### config.mk
export PLATFORM = sky130hd
export DESIGN_NAME = relu_maxpool2
export DESIGN_NICKNAME = d
export VERILOG_FILES = /design/src/rtl/relu_maxpool2.sv
export SDC_FILE = /design/constraint.sdc
export NUM_CORES = 1
export LEC_CHECK = 0
export ABC_AREA = 1
export CORE_AREA = 3 3 154 216
export DETAILED_ROUTE_END_ITERATION = 16
export DIE_AREA = 0 0 157 219
export PLACE_DENSITY_LB_ADDON = 0.3
export SLEW_MARGIN = 20
export SYNTH_ARGS = -nofsm -noshare
export SYNTH_HDL_FRONTEND = slang
export SYNTH_SLANG_ARGS = --single-unit
### constraint.sdc
create_clock -name clock -period 8.3 [get_ports clock]
set_clock_uncertainty 0.15 [all_clocks]
set_input_delay 1.66 -clock clock [delete_from_list [all_inputs] [get_ports clock]]
set_output_delay 1.66 -clock clock [all_outputs]
set_load 0.005 [all_outputs]
### src/rtl/relu_maxpool2.sv
// ReLU + max pooling over a square matrix: the input is snapshotted, then each
// POOLxPOOL window is scanned one element per cycle and its clamped maximum written out.
module relu_maxpool2 #(
  parameter int SIZE      = 5,
  parameter int POOL      = 2,
  parameter int WIDTH_BIT = 8,
  parameter bit RELU_EN   = 1'b1,
  localparam int OUT      = SIZE / POOL
) (
  input  logic                                      clock,
  input  logic                                      reset,
  input  logic                                      start,
  input  logic [SIZE-1:0][SIZE-1:0][WIDTH_BIT-1:0] inpMatrix,
  output logic                                      busy,
  output logic                                      done,
  output logic [OUT-1:0][OUT-1:0][WIDTH_BIT-1:0]   poolOut
);

  localparam int IW = (SIZE > 1) ? $clog2(SIZE) : 1;
  localparam logic [IW-1:0] POOL_W    = IW'(POOL);
  localparam logic [IW-1:0] POOL_LAST = IW'(POOL - 1);
  localparam logic [IW-1:0] OUT_LAST  = IW'(OUT - 1);

  // A matrix smaller than one pooling window has no defined output.
  if (OUT < 1) begin : g_badSize
    $error("relu_maxpool2: SIZE must be >= POOL");
  end

  typedef enum logic [2:0] {IDLE, CAPTURE, SCAN, WRITE, DONE} state_t;

  state_t                                   r_state;
  state_t                                   w_next;
  logic [SIZE-1:0][SIZE-1:0][WIDTH_BIT-1:0] r_snap;
  logic [OUT-1:0][OUT-1:0][WIDTH_BIT-1:0]   r_pool;
  logic [IW-1:0]                            r_wr;
  logic [IW-1:0]                            r_wc;
  logic [IW-1:0]                            r_er;
  logic [IW-1:0]                            r_ec;
  logic [WIDTH_BIT-1:0]                     r_max;

  logic [IW-1:0]        w_row;
  logic [IW-1:0]        w_col;
  logic [WIDTH_BIT-1:0] w_elem;
  logic [WIDTH_BIT-1:0] w_relu;
  logic                 w_firstElem;
  logic                 w_lastElem;
  logic                 w_lastWin;

  assign w_row       = r_wr * POOL_W + r_er;
  assign w_col       = r_wc * POOL_W + r_ec;
  assign w_elem      = r_snap[w_row][w_col];
  assign w_firstElem = (r_er == '0) && (r_ec == '0);
  assign w_lastElem  = (r_er == POOL_LAST) && (r_ec == POOL_LAST);
  assign w_lastWin   = (r_wr == OUT_LAST) && (r_wc == OUT_LAST);
  assign w_relu      = (RELU_EN && r_max[WIDTH_BIT-1]) ? '0 : r_max;
  assign poolOut     = r_pool;

  always_ff @(posedge clock or posedge reset) begin
    if (reset) r_state <= IDLE;
    else       r_state <= w_next;
  end

  always_comb begin
    w_next = r_state;
    busy   = 1'b1;
    done   = 1'b0;
    case (r_state)
      IDLE: begin
        busy = 1'b0;
        if (start) w_next = CAPTURE;
      end
      CAPTURE: w_next = SCAN;
      SCAN:    if (w_lastElem) w_next = WRITE;
      WRITE:   w_next = w_lastWin ? DONE : SCAN;
      DONE: begin
        done   = 1'b1;
        w_next = IDLE;
      end
      default: w_next = IDLE;
    endcase
  end

  // Ties keep the earlier element, so only a strictly greater value replaces the max.
  always_ff @(posedge clock or posedge reset) begin
    if (reset) begin
      r_snap <= '0;
      r_pool <= '0;
      r_wr   <= '0;
      r_wc   <= '0;
      r_er   <= '0;
      r_ec   <= '0;
      r_max  <= '0;
    end else begin
      case (r_state)
        CAPTURE: begin
          r_snap <= inpMatrix;
          r_wr   <= '0;
          r_wc   <= '0;
          r_er   <= '0;
          r_ec   <= '0;
        end
        SCAN: begin
          if (w_firstElem || ($signed(w_elem) > $signed(r_max))) r_max <= w_elem;
          if (r_ec == POOL_LAST) begin
            r_ec <= '0;
            r_er <= (r_er == POOL_LAST) ? '0 : r_er + 1'b1;
          end else begin
            r_ec <= r_ec + 1'b1;
          end
        end
        WRITE: begin
          r_pool[r_wr][r_wc] <= w_relu;
          if (r_wc == OUT_LAST) begin
            r_wc <= '0;
            r_wr <= (r_wr == OUT_LAST) ? '0 : r_wr + 1'b1;
          end else begin
            r_wc <= r_wc + 1'b1;
          end
        end
        default: ;
      endcase
    end
  end

endmodule

==> results of run 1 <==
## critical path: cells and delay by family (launching register included)
family	cells	cell delay, ns
adders and majority gates	1	0.25
AOI/OAI and AO/OA	3	0.78
DFF	1	0.42
and+or+nand+nor	18	1.49
buffers and inverters	2	0.99
## registers in the layout, indices dropped and copies added, names as in the netlist
register,cells
poolOut,28
r_ec,3
r_er,3
r_max,8
r_snap,200
r_state,3
r_wc,3
r_wr,3
## cell type report
| cell class | instances | area (µm²) | area share |
|---|---|---|---|
| clock buffer | 37 | 763 | 0.0484 |
| clock inverter | 10 | 52.6 | 0.00333 |
| inverter | 68 | 264 | 0.0167 |
| multi-input combinational | 1348 | 5510 | 0.349 |
| sequential | 251 | 6280 | 0.398 |
| tap | 395 | 494 | 0.0313 |
| timing repair buffer | 240 | 2410 | 0.153 |
## synthesized netlist by cell type (all sizes together)
library cell  instances  area share
a21oi                13      0.0052
a22oi                 1     0.00060
buf                  66       0.029
clkbuf               34       0.010
clkinv                3     0.00090
conb                  1     0.00030
dfrtp               251        0.50
ha                   10       0.010
inv                  65       0.019
nand2              1080        0.33
nand3                61       0.025
nand3b                1     0.00060
nand4                 3      0.0015
nor2                 66       0.020
nor3                  8      0.0036
nor4                  2      0.0010
o211ai                4      0.0024
o21ai                84       0.034
o221ai                4      0.0028
o22ai                 3      0.0015
o41ai                 1     0.00070
xnor2                 2      0.0020
xor2                  1      0.0013
## cell usage in the layout, fill, tap and decap left out, drive strengths merged, types with 2 or more instances in the layout
cell           count
clkinv            11
o22ai              3
o221ai             4
dfrtp            251
o21ai             84
clkbuf            37
nand2           1080
ha                10
conb               4
o211ai             4
nor3               8
a21oi             13
xnor2              2
clkdlybuf4s50    232
inv               65
nand4              3
nor2              66
nand3             61
buf                8
clkinvlp           2
nor4               2
## power groups by stage
stage          logic (mW)  registers (mW)  clock network [mW]
2_1_floorplan        2.28            2.02                   0
3_3_place_gp         3.12            2.11                   0
3_5_place_dp         3.15            2.12                   0
4_1_cts              3.17            2.11                1.14
5_1_grt              3.62            2.17                1.19
6_report             3.15            2.11                1.12
## kinds of logic (layout without fill, tap and decap cells)
group,count (synthesis),count (layout)
AND/OR/NAND/NOR,1221,1221
other,1,4
buffers and inverters,168,355
XOR/XNOR,3,3
AO/OA/AOI/OAI,110,110
adder cells (fa/ha/maj),10,10
flip-flops,251,251
## through the flow
step | hold WS [ns] | utilization | total power, mW
CTS | 0.322 | 0.501 | 6.42
floorplan | 0.287 | - | 4.31
global placement | 0.302 | 0.475 | 5.23
finish | 0.319 | 0.501 | 6.38
detailed placement | 0.307 | 0.475 | 5.27
global route | 0.337 | 0.501 | 6.99
## worst paths after layout
| kind | start | to | cells past startpoint |
|---|---|---|---|
| worst max-delay path | r_er[0]$_DFFE_PP0P_ | r_max[7]$_DFFE_PP0P_ | 24 |
| worst min-delay path | r_snap[135]$_DFFE_PP0P_ | r_snap[135]$_DFFE_PP0P_ | 2 |
| worst max register to register | r_er[0]$_DFFE_PP0P_ | r_max[7]$_DFFE_PP0P_ | 24 |
| worst min register to register | r_snap[135]$_DFFE_PP0P_ | r_snap[135]$_DFFE_PP0P_ | 2 |
| max in group asynchronous | reset | r_snap[136]$_DFFE_PP0P_ | 4 |
| min in group asynchronous | reset | r_snap[189]$_DFFE_PP0P_ | 3 |
## layer usage
metal | routed length [µm] | vias to the layer above
met5 | 0 | -
met3 | 1580 | 78
li1 | - | 5734
met1 | 15900 | 5307
met4 | 1360 | 0
met2 | 18300 | 287
==> results.sh, run 1 <==
export IMPL_status="complete, no violations"
export IMPL_slowest_stage="buf_4"
export IMPL_drv_slew=0
export IMPL_vias_per_cell=4.86
export IMPL_cts_tree="built"
export IMPL_p_sw_mw=2.91
export IMPL_fillers=3095
export IMPL_clock_sinks=251
export IMPL_maxCapViolCount=0
export IMPL_synthSimpleGateAreaFrac=0.378
export IMPL_gr_total_overflow=0
export IMPL_tightest_slew_ns=1.17
export IMPL_swShare=0.456
export IMPL_wl_per_cell_um=15.8
export IMPL_endpoint_kind="register"
export IMPL_cts_made_buffers=26
export IMPL_cts_max_level=1
export IMPL_critPathKind="register to register"
export IMPL_cts_resized=0
export IMPL_syn_area_mm2=0.0125
export IMPL_synthToLayoutAreaGrowth_pct=26.0
export IMPL_clkTransAtPathRegs_ns=0.06
export IMPL_coreArea_mm2=0.0315
export IMPL_wl_mm=37.1
export IMPL_finalCriticalPeriod_ns=4.26
export IMPL_fin_setup_tns_ns=0
export IMPL_r2r_slack_ns=4.04
export IMPL_drive_above_1_share=0.0353
export IMPL_slew_headroom=0.221
export IMPL_grt_total_usage=0.215
export IMPL_io_buffer_count=232
export IMPL_cpMostUsedCell="nand2_1"
export IMPL_cpPeakStageDelay_ns=0.70
export IMPL_diodes=0
export IMPL_met1_usage=0.280
export IMPL_drc=0
export IMPL_rows=77
export IMPL_syn_area_per_cell_um2=7.10
export IMPL_drt_iter0_markers=1080
export IMPL_worstPathCellList="inv_4 > buf_4 > nand2_1 > nand2_1 > nand2_1 > nand2_1 > nand2_1 > nand2_1 > nand2_1 > nand2_1 > nand2_1 > nand2_1 > nand2_1 > nand2_1 > ha_1 > a21oi_1 > o21ai_0 > nand2_1 > nand2_1 > nand2_1 > nand3_1 > a21oi_1 > nand2_1 > nand2_1"
export IMPL_fin_nets=2148
export IMPL_rsz0062_at_grt="no"
export IMPL_die_area_mm2=0.0344
export IMPL_syn_instance_count=1764
export IMPL_synth_seq_cells=251
export IMPL_grt_max_degree=236
export IMPL_placed_area_mm2=0.0150
export IMPL_drtPass1Iterations=5
export IMPL_setup_viol=0
export IMPL_gp_congestion=0.896
export IMPL_instances_no_fill=2349
export IMPL_synth_cell_types=34
export IMPL_die_w_um=157
export IMPL_synth_top_family_by_area="simple AND/OR/NAND/NOR gates"
export IMPL_path_max_fanout=78
export IMPL_p_leak_nw=8.18
export IMPL_synthAdderAreaFrac=0.0100
export IMPL_grt_use_met2=0.366
export IMPL_fmax_mhz=235
export IMPL_post_cts_setup_buffers=0
export IMPL_start_util=0.397
export IMPL_synth_xor_area_frac=0.00330
export IMPL_stdcell_area_mm2=0.0158
export IMPL_die_h_um=219
export IMPL_synth_compound_area_frac=0.0468
export IMPL_fin_crit_sh=0.513
export IMPL_top_usage_layer="met2"
export IMPL_dp_cells=2302
export IMPL_cts_root_buf="clkbuf_16"
export IMPL_route_vias_total=11400
export IMPL_io_pins=237
export IMPL_max_vdd_ir_drop_mv=0.198
export IMPL_cts_hold_buf=0
export IMPL_power_density_mw_per_mm2=405
export IMPL_hold_viol_final=0
export IMPL_p_comb_frac=0.493
export IMPL_startpoint_type="register"
export IMPL_clock_latency_ns=0.53
export IMPL_hpwl_mm=26.6
export IMPL_clock_power_share=0.176
export IMPL_clockBufferDepth=3
export IMPL_worstPathRequired_ns=8.63
export IMPL_layout_setup_ws_ns=4.04
export IMPL_antenna_found_initial=0
export IMPL_p_int_mw=3.47
export IMPL_met3_usage=0.0270
export IMPL_post_place_ws_ns=4.05
export IMPL_yosys_mux_area_fraction=0
export IMPL_seq_power_share=0.331
export IMPL_grt_first_pass_wirelength_mm=58.9
export IMPL_min_path_type="register to register"
export IMPL_grt_pass1_vias=11200
export IMPL_drtAntennaViolNets=0
export IMPL_yosysWarnings=0
export IMPL_synth_sequential_area_ratio=0.502
export IMPL_cp_arrival_ns=4.58
Note: power is estimated with default switching activity, not from simulation.
==> run 2, diff against run 1 <==
==> constraint.sdc (replaced) <==
create_clock -name clock -period 3.9 [get_ports clock]
set_clock_uncertainty 0.15 [all_clocks]
set_input_delay 0.78 -clock clock [delete_from_list [all_inputs] [get_ports clock]]
set_output_delay 0.78 -clock clock [all_outputs]
set_load 0.005 [all_outputs]
==> run 2 against run 1 <==
  * Final cell count is 0.77% higher
  * Cell area up 2.4%
  * Worst setup slack worse by 3.6 ns
  * Highest routed layer unchanged
==> results.sh, run 2 (synthesis results as in run 1) <==
export IMPL_status="complete, no violations"
export IMPL_layout_commonest_cell="nand2_1"
export IMPL_top_usage_layer="met2"
export IMPL_die_w_um=157
export IMPL_gr_total_overflow=0
export IMPL_start_util=0.397
export IMPL_route_vias_total=11500
export IMPL_post_cts_setup_buffers=0
export IMPL_p_total_mw=14.1
export IMPL_die_area_mm2=0.0344
export IMPL_grt_max_degree=236
export IMPL_cts_root_buf="clkbuf_16"
export IMPL_startpoint_type="register"
export IMPL_rsz0062_at_grt="no"
export IMPL_vias_per_cell=4.86
export IMPL_r2r_slack_ns=0.45
export IMPL_wl_per_cell_um=16.1
export IMPL_whs_path_depth=2
export IMPL_met1_usage=0.292
export IMPL_final_cell_mix="nand2_1 (1075), dfrtp_1 (249), clkdlybuf4s50_1 (232)"
export IMPL_slew_headroom=0.326
export IMPL_post_route_util=0.513
export IMPL_finalCriticalPeriod_ns=3.45
export IMPL_grt_total_usage=0.223
export IMPL_grt_first_pass_wirelength_mm=61.0
export IMPL_hold_viol_final=0
export IMPL_cpMostUsedCell="nand2_1"
export IMPL_drtAntennaViolNets=0
export IMPL_min_delay_start="r_snap[118]$_DFFE_PP0P_"
export IMPL_met3_usage=0.0215
export IMPL_post_place_ws_ns=0.424
export IMPL_tightest_slew_ns=1.01
export IMPL_hpwl_mm=27.7
export IMPL_fmax_mhz=290
export IMPL_endpoint_kind="register"
export IMPL_rr_endpoint="r_max[7]$_DFFE_PP0P_"
export IMPL_drv_slew=0
export IMPL_maxCapViolCount=0
export IMPL_cts_made_buffers=26
export IMPL_cts_max_level=1
export IMPL_cpPeakStageDelay_ns=0.44
export IMPL_fin_nets=2166
export IMPL_grt_pass1_vias=11500
export IMPL_fin_crit_sh=0.885
export IMPL_coreArea_mm2=0.0315
export IMPL_drtPass1Iterations=7
export IMPL_regMostFlops="r_snap"
export IMPL_cp_arrival_ns=3.72
export IMPL_hold_worst_slack_ns=0.317
export IMPL_whs_endpoint="r_snap[118]$_DFFE_PP0P_"
export IMPL_clock_latency_ns=0.54
export IMPL_largest_register_ffs=200
export IMPL_grt_use_met2=0.393
export IMPL_critPathKind="register to register"
export IMPL_max_vdd_ir_drop_mv=0.743
export IMPL_clock_sinks=251
export IMPL_io_pins=237
export IMPL_placed_area_mm2=0.0152
export IMPL_diodes=0
export IMPL_synthToLayoutAreaGrowth_pct=29.1
export IMPL_slowest_stage="dfrtp_2"
export IMPL_clkTransAtPathRegs_ns=0.07
export IMPL_worstPathRequired_ns=4.17
export IMPL_setup_viol=0
export IMPL_p_leak_nw=8.37
export IMPL_drt_iter0_markers=847
export IMPL_die_h_um=219
export IMPL_drive_above_1_share=0.0451
export IMPL_rows=77
export IMPL_path_max_fanout=34
export IMPL_layout_setup_ws_ns=0.449
export IMPL_antenna_found_initial=0
export IMPL_cts_tree="built"
export IMPL_stdcell_area_mm2=0.0162
export IMPL_drc=0
export IMPL_r2r_cells=23
export IMPL_r2r_start="r_er[0]$_DFFE_PP0P_"
export IMPL_wl_mm=38.2
export IMPL_min_path_type="register to register"
export IMPL_worstPathCellList="inv_4 > buf_12 > nand2_1 > nor2_1 > nand3_1 > nand2_1 > nand2_1 > nand2_1 > nand2_1 > nand2_1 > nand2_1 > nand2_1 > ha_1 > a21oi_1 > o21ai_0 > nand2_1 > nand2_1 > nand2_1 > nand3_1 > nand2_1 > nand2_1 > nand2_1 > nand2_1"
export IMPL_gp_congestion=0.907
export IMPL_power_density_mw_per_mm2=873
export IMPL_io_buffer_count=232
export IMPL_clockBufferDepth=3
-- run 2: where the power goes --
part	leakage (nW)	switching, mW	internal [mW]
combinational	4.77	4.55	2.42
sequential	3.14	0.659	3.81
clock	0.456	1.03	1.63
total	8.37	6.24	7.85
-- run 2: how the worst max path moves through the flow --
stage,start,end,slack [ns],depth (start not counted)
after floorplan,reset,poolOut[0]$_DFFE_PP0P_,-0.33,1
after global placement,r_wr[0]$_DFFE_PP0P_,r_max[7]$_DFFE_PP0P_,0.43,23
after detailed placement,r_wr[0]$_DFFE_PP0P_,r_max[7]$_DFFE_PP0P_,0.42,24
after CTS,r_wr[0]$_DFFE_PP0P_,r_max[7]$_DFFE_PP0P_,0.38,24
after global routing,r_wr[0]$_DFFE_PP0P_,r_max[5]$_DFFE_PP0P_,0.04,23
final,r_er[0]$_DFFE_PP0P_,r_max[7]$_DFFE_PP0P_,0.45,23
-- run 2: per-layer routing --
layer,up-vias,routed length (µm)
met5,-,0
met4,0,812
met1,5345,15900
met3,52,1860
met2,340,19500
li1,5773,-
-- run 2: final cells by class --
class                           instances  area (µm²)
Sequential cell                       251        6280
Inverter                               68         264
Fill cell                            3099       15300
Clock inverter                          7         113
Clock buffer                           40         815
Multi-Input combinational cell       1348        5520
Tap cell                              395         494
Timing Repair Buffer                  258        2670
-- run 2: stage by stage --
step / TNS [ns] / std cells
global placement: 0 / 2320
CTS: 0 / 2367
finish: 0 / 2367
global route: 0 / 2367
detailed placement: 0 / 2320
floorplan: -83.25 / 1767
-- run 2: critical path: cells and delay by family (launching register included) --
kind | cells | cell delay (ns)
simple gates | 18 | 1.64
compound gates | 2 | 0.25
fa+ha+maj | 1 | 0.24
flops | 1 | 0.44
buf+inv | 2 | 0.58
-- run 2: timing repair --
item	in CTS	in global routing
hold buffers	0	0
resized for setup	0	2
setup endpoints to repair	0	4
==> run 3, diff against run 2 <==
--- a/config.mk
+++ b/config.mk
@@ -6,11 +6,14 @@
 export NUM_CORES = 1
 export LEC_CHECK = 0
 export ABC_AREA = 1
-export CORE_AREA = 3 3 154 216
+export CELL_PAD_IN_SITES_DETAIL_PLACEMENT = 2
+export CELL_PAD_IN_SITES_GLOBAL_PLACEMENT = 2
+export CORE_AREA = 3 3 190 266
 export DETAILED_ROUTE_END_ITERATION = 16
-export DIE_AREA = 0 0 157 219
+export DIE_AREA = 0 0 193 269
 export PLACE_DENSITY_LB_ADDON = 0.3
 export SLEW_MARGIN = 20
 export SYNTH_ARGS = -nofsm -noshare
 export SYNTH_HDL_FRONTEND = slang
 export SYNTH_SLANG_ARGS = --single-unit
+export TNS_END_PERCENT = 20
==> run 3 against run 2 <==
  * Count of clock-buffer cells in the layout decreased by 4
  * Die area increased by 51%
  * Non-clock buffer count decreased by 5
  * Highest routed layer unchanged
  * Worst setup slack got worse by 0.14 ns
  * Final cell count increased by 9.8%
  * Critical path depth increased by 1
  * Clock power increased by 5%
==> results.sh, run 3 (synthesis results as in run 1) <==
export IMPL_status="complete, no violations"
export IMPL_largest_register_ffs=200
export IMPL_instances_no_fill=2600
export IMPL_io_buffer_count=232
export IMPL_drive_above_1_share=0.0431
export IMPL_startpoint_type="register"
export IMPL_gp_congestion=0.869
export IMPL_cts_made_buffers=27
export IMPL_r2r_slack_ns=0.31
export IMPL_gr_total_overflow=0
export IMPL_wl_per_cell_um=18.5
export IMPL_fin_setup_tns_ns=0
export IMPL_power_density_mw_per_mm2=896
export IMPL_hpwl_mm=35.4
export IMPL_max_vdd_ir_drop_mv=0.472
export IMPL_wl_mm=48.0
export IMPL_drv_slew=0
export IMPL_crit_start="r_wr[0]$_DFFE_PP0P_"
export IMPL_coreArea_mm2=0.0483
export IMPL_p_leak_nw=8.36
export IMPL_clkTransAtPathRegs_ns=0.06
export IMPL_maxCapViolCount=0
export IMPL_critical_path_buf_inv_count=3
export IMPL_endpoint_kind="register"
export IMPL_synthToLayoutAreaGrowth_pct=31.4
export IMPL_route_vias_total=11900
export IMPL_rsz0062_at_grt="no"
export IMPL_grt_max_degree=236
export IMPL_fin_nets=2162
export IMPL_clock_sinks=251
export IMPL_die_area_mm2=0.0519
export IMPL_finalCriticalPeriod_ns=3.59
export IMPL_post_place_ws_ns=0.317
export IMPL_drt_iter0_markers=453
export IMPL_die_h_um=269
export IMPL_io_pins=237
export IMPL_die_w_um=193
export IMPL_fillers=5660
export IMPL_slowest_stage="dfrtp_1"
export IMPL_worstPathRequired_ns=4.25
export IMPL_dp_cells=2550
export IMPL_vias_per_cell=4.57
export IMPL_cp_top_family="simple AND/OR/NAND/NOR gates"
export IMPL_drc=0
export IMPL_min_path_type="register to register"
export IMPL_clockBufferDepth=3
export IMPL_worstPathCellList="ha_2 > inv_1 > buf_12 > nand3_1 > nand2_1 > nand2_1 > nand2_1 > nand2_1 > nand2_1 > nand2_1 > nand2_1 > nand2_1 > nand2_1 > ha_1 > a21oi_1 > o21ai_0 > nand2_1 > nand2_1 > nand2_1 > nand3_1 > a21oi_1 > buf_4 > nand2_1 > nand2_1"
export IMPL_min_delay_start="r_snap[83]$_DFFE_PP0P_"
export IMPL_tightest_slew_ns=1.25
export IMPL_drtPass1Iterations=4
export IMPL_fin_crit_sh=0.919
export IMPL_start_util=0.259
export IMPL_clock_latency_ns=0.56
export IMPL_cts_max_level=1
export IMPL_cpPeakStageDelay_ns=0.47
export IMPL_regMostFlops="r_snap"
export IMPL_setup_viol=0
export IMPL_cts_root_buf="clkbuf_16"
export IMPL_cts_tree="built"
export IMPL_critPathKind="register to register"
export IMPL_post_cts_setup_buffers=0
export IMPL_hold_worst_slack_ns=0.317
export IMPL_slew_headroom=0.169
export IMPL_final_cell_mix="nand2_1 (1074), dfrtp_1 (250), clkdlybuf4s50_1 (232)"
export IMPL_cpMostUsedCell="nand2_1"
export IMPL_layout_setup_ws_ns=0.314
export IMPL_p_total_mw=14.7
export IMPL_fmax_mhz=279
export IMPL_path_max_fanout=38
export IMPL_hold_viol_final=0
export IMPL_grt_total_usage=0.186
export IMPL_layout_commonest_cell="nand2_1"
export IMPL_cp_arrival_ns=3.94
export IMPL_grt_first_pass_wirelength_mm=75.1
export IMPL_grt_pass1_vias=13200
export IMPL_antenna_found_initial=0
export IMPL_drtAntennaViolNets=0
export IMPL_diodes=0
export IMPL_rows=95
export IMPL_r2r_start="r_wr[0]$_DFFE_PP0P_"
run 3: final timing paths:
check                           cells past startpoint                      end
max in group asynchronous                           3   r_snap[64]$_DFFE_PP0P_
worst max register to register                     24     r_max[7]$_DFFE_PP0P_
worst max-delay path                               24     r_max[7]$_DFFE_PP0P_
worst min register to register                      2   r_snap[83]$_DFFE_PP0P_
worst min-delay path                                2   r_snap[83]$_DFFE_PP0P_
min in group asynchronous                           3  r_snap[168]$_DFFE_PP0P_
run 3: metal layers:
| metal | up-vias | wire length, µm | part of all wire | global-route usage |
|---|---|---|---|---|
| met5 | - | 0 | 0 | 0 |
| met4 | 0 | 1060 | 0.022 | 0.0464 |
| met3 | 53 | 1330 | 0.028 | 0.0166 |
| met2 | 198 | 25800 | 0.54 | 0.356 |
| met1 | 5868 | 19800 | 0.41 | 0.222 |
| li1 | 5757 | - | - | - |
run 3: area by class of cell:
| class | instances | area (µm²) | area share |
|---|---|---|---|
| sequential | 251 | 6280 | 0.382 |
| multi-input combinational | 1348 | 5510 | 0.335 |
| timing repair buffer | 253 | 2630 | 0.160 |
| tap | 630 | 788 | 0.0479 |
| clock buffer | 36 | 739 | 0.0450 |
| inverter | 68 | 264 | 0.0161 |
| clock inverter | 14 | 216 | 0.0132 |
run 3: worst register-to-register path: cells and delay by family (launching register included):
| family | cells | cell delay (ns) |
|---|---|---|
| buf+inv | 3 | 0.48 |
| compound gates | 3 | 0.50 |
| flops | 1 | 0.47 |
| simple gates | 16 | 1.21 |
| fa+ha+maj | 2 | 0.74 |
run 3: metrics by stage:
stage,util,cell area [µm²]
6_report,0.341,16400
5_1_grt,0.341,16400
4_1_cts,0.341,16400
3_5_place_dp,0.321,15500
3_3_place_gp,0.321,15500
2_1_floorplan,-,12500
run 3: power by group:
part	switching (mW)	total (mW)	internal, mW	leakage (nW)
registers	0.667	4.48	3.81	3.14
logic	4.97	7.45	2.48	4.75
clock network	1.13	2.80	1.67	0.470
run 3: what timing repair did:
item / in CTS / in global routing
gates resized for setup: 0 / 2
hold buffers: 0 / 0
endpoints found under the setup margin: 0 / 8
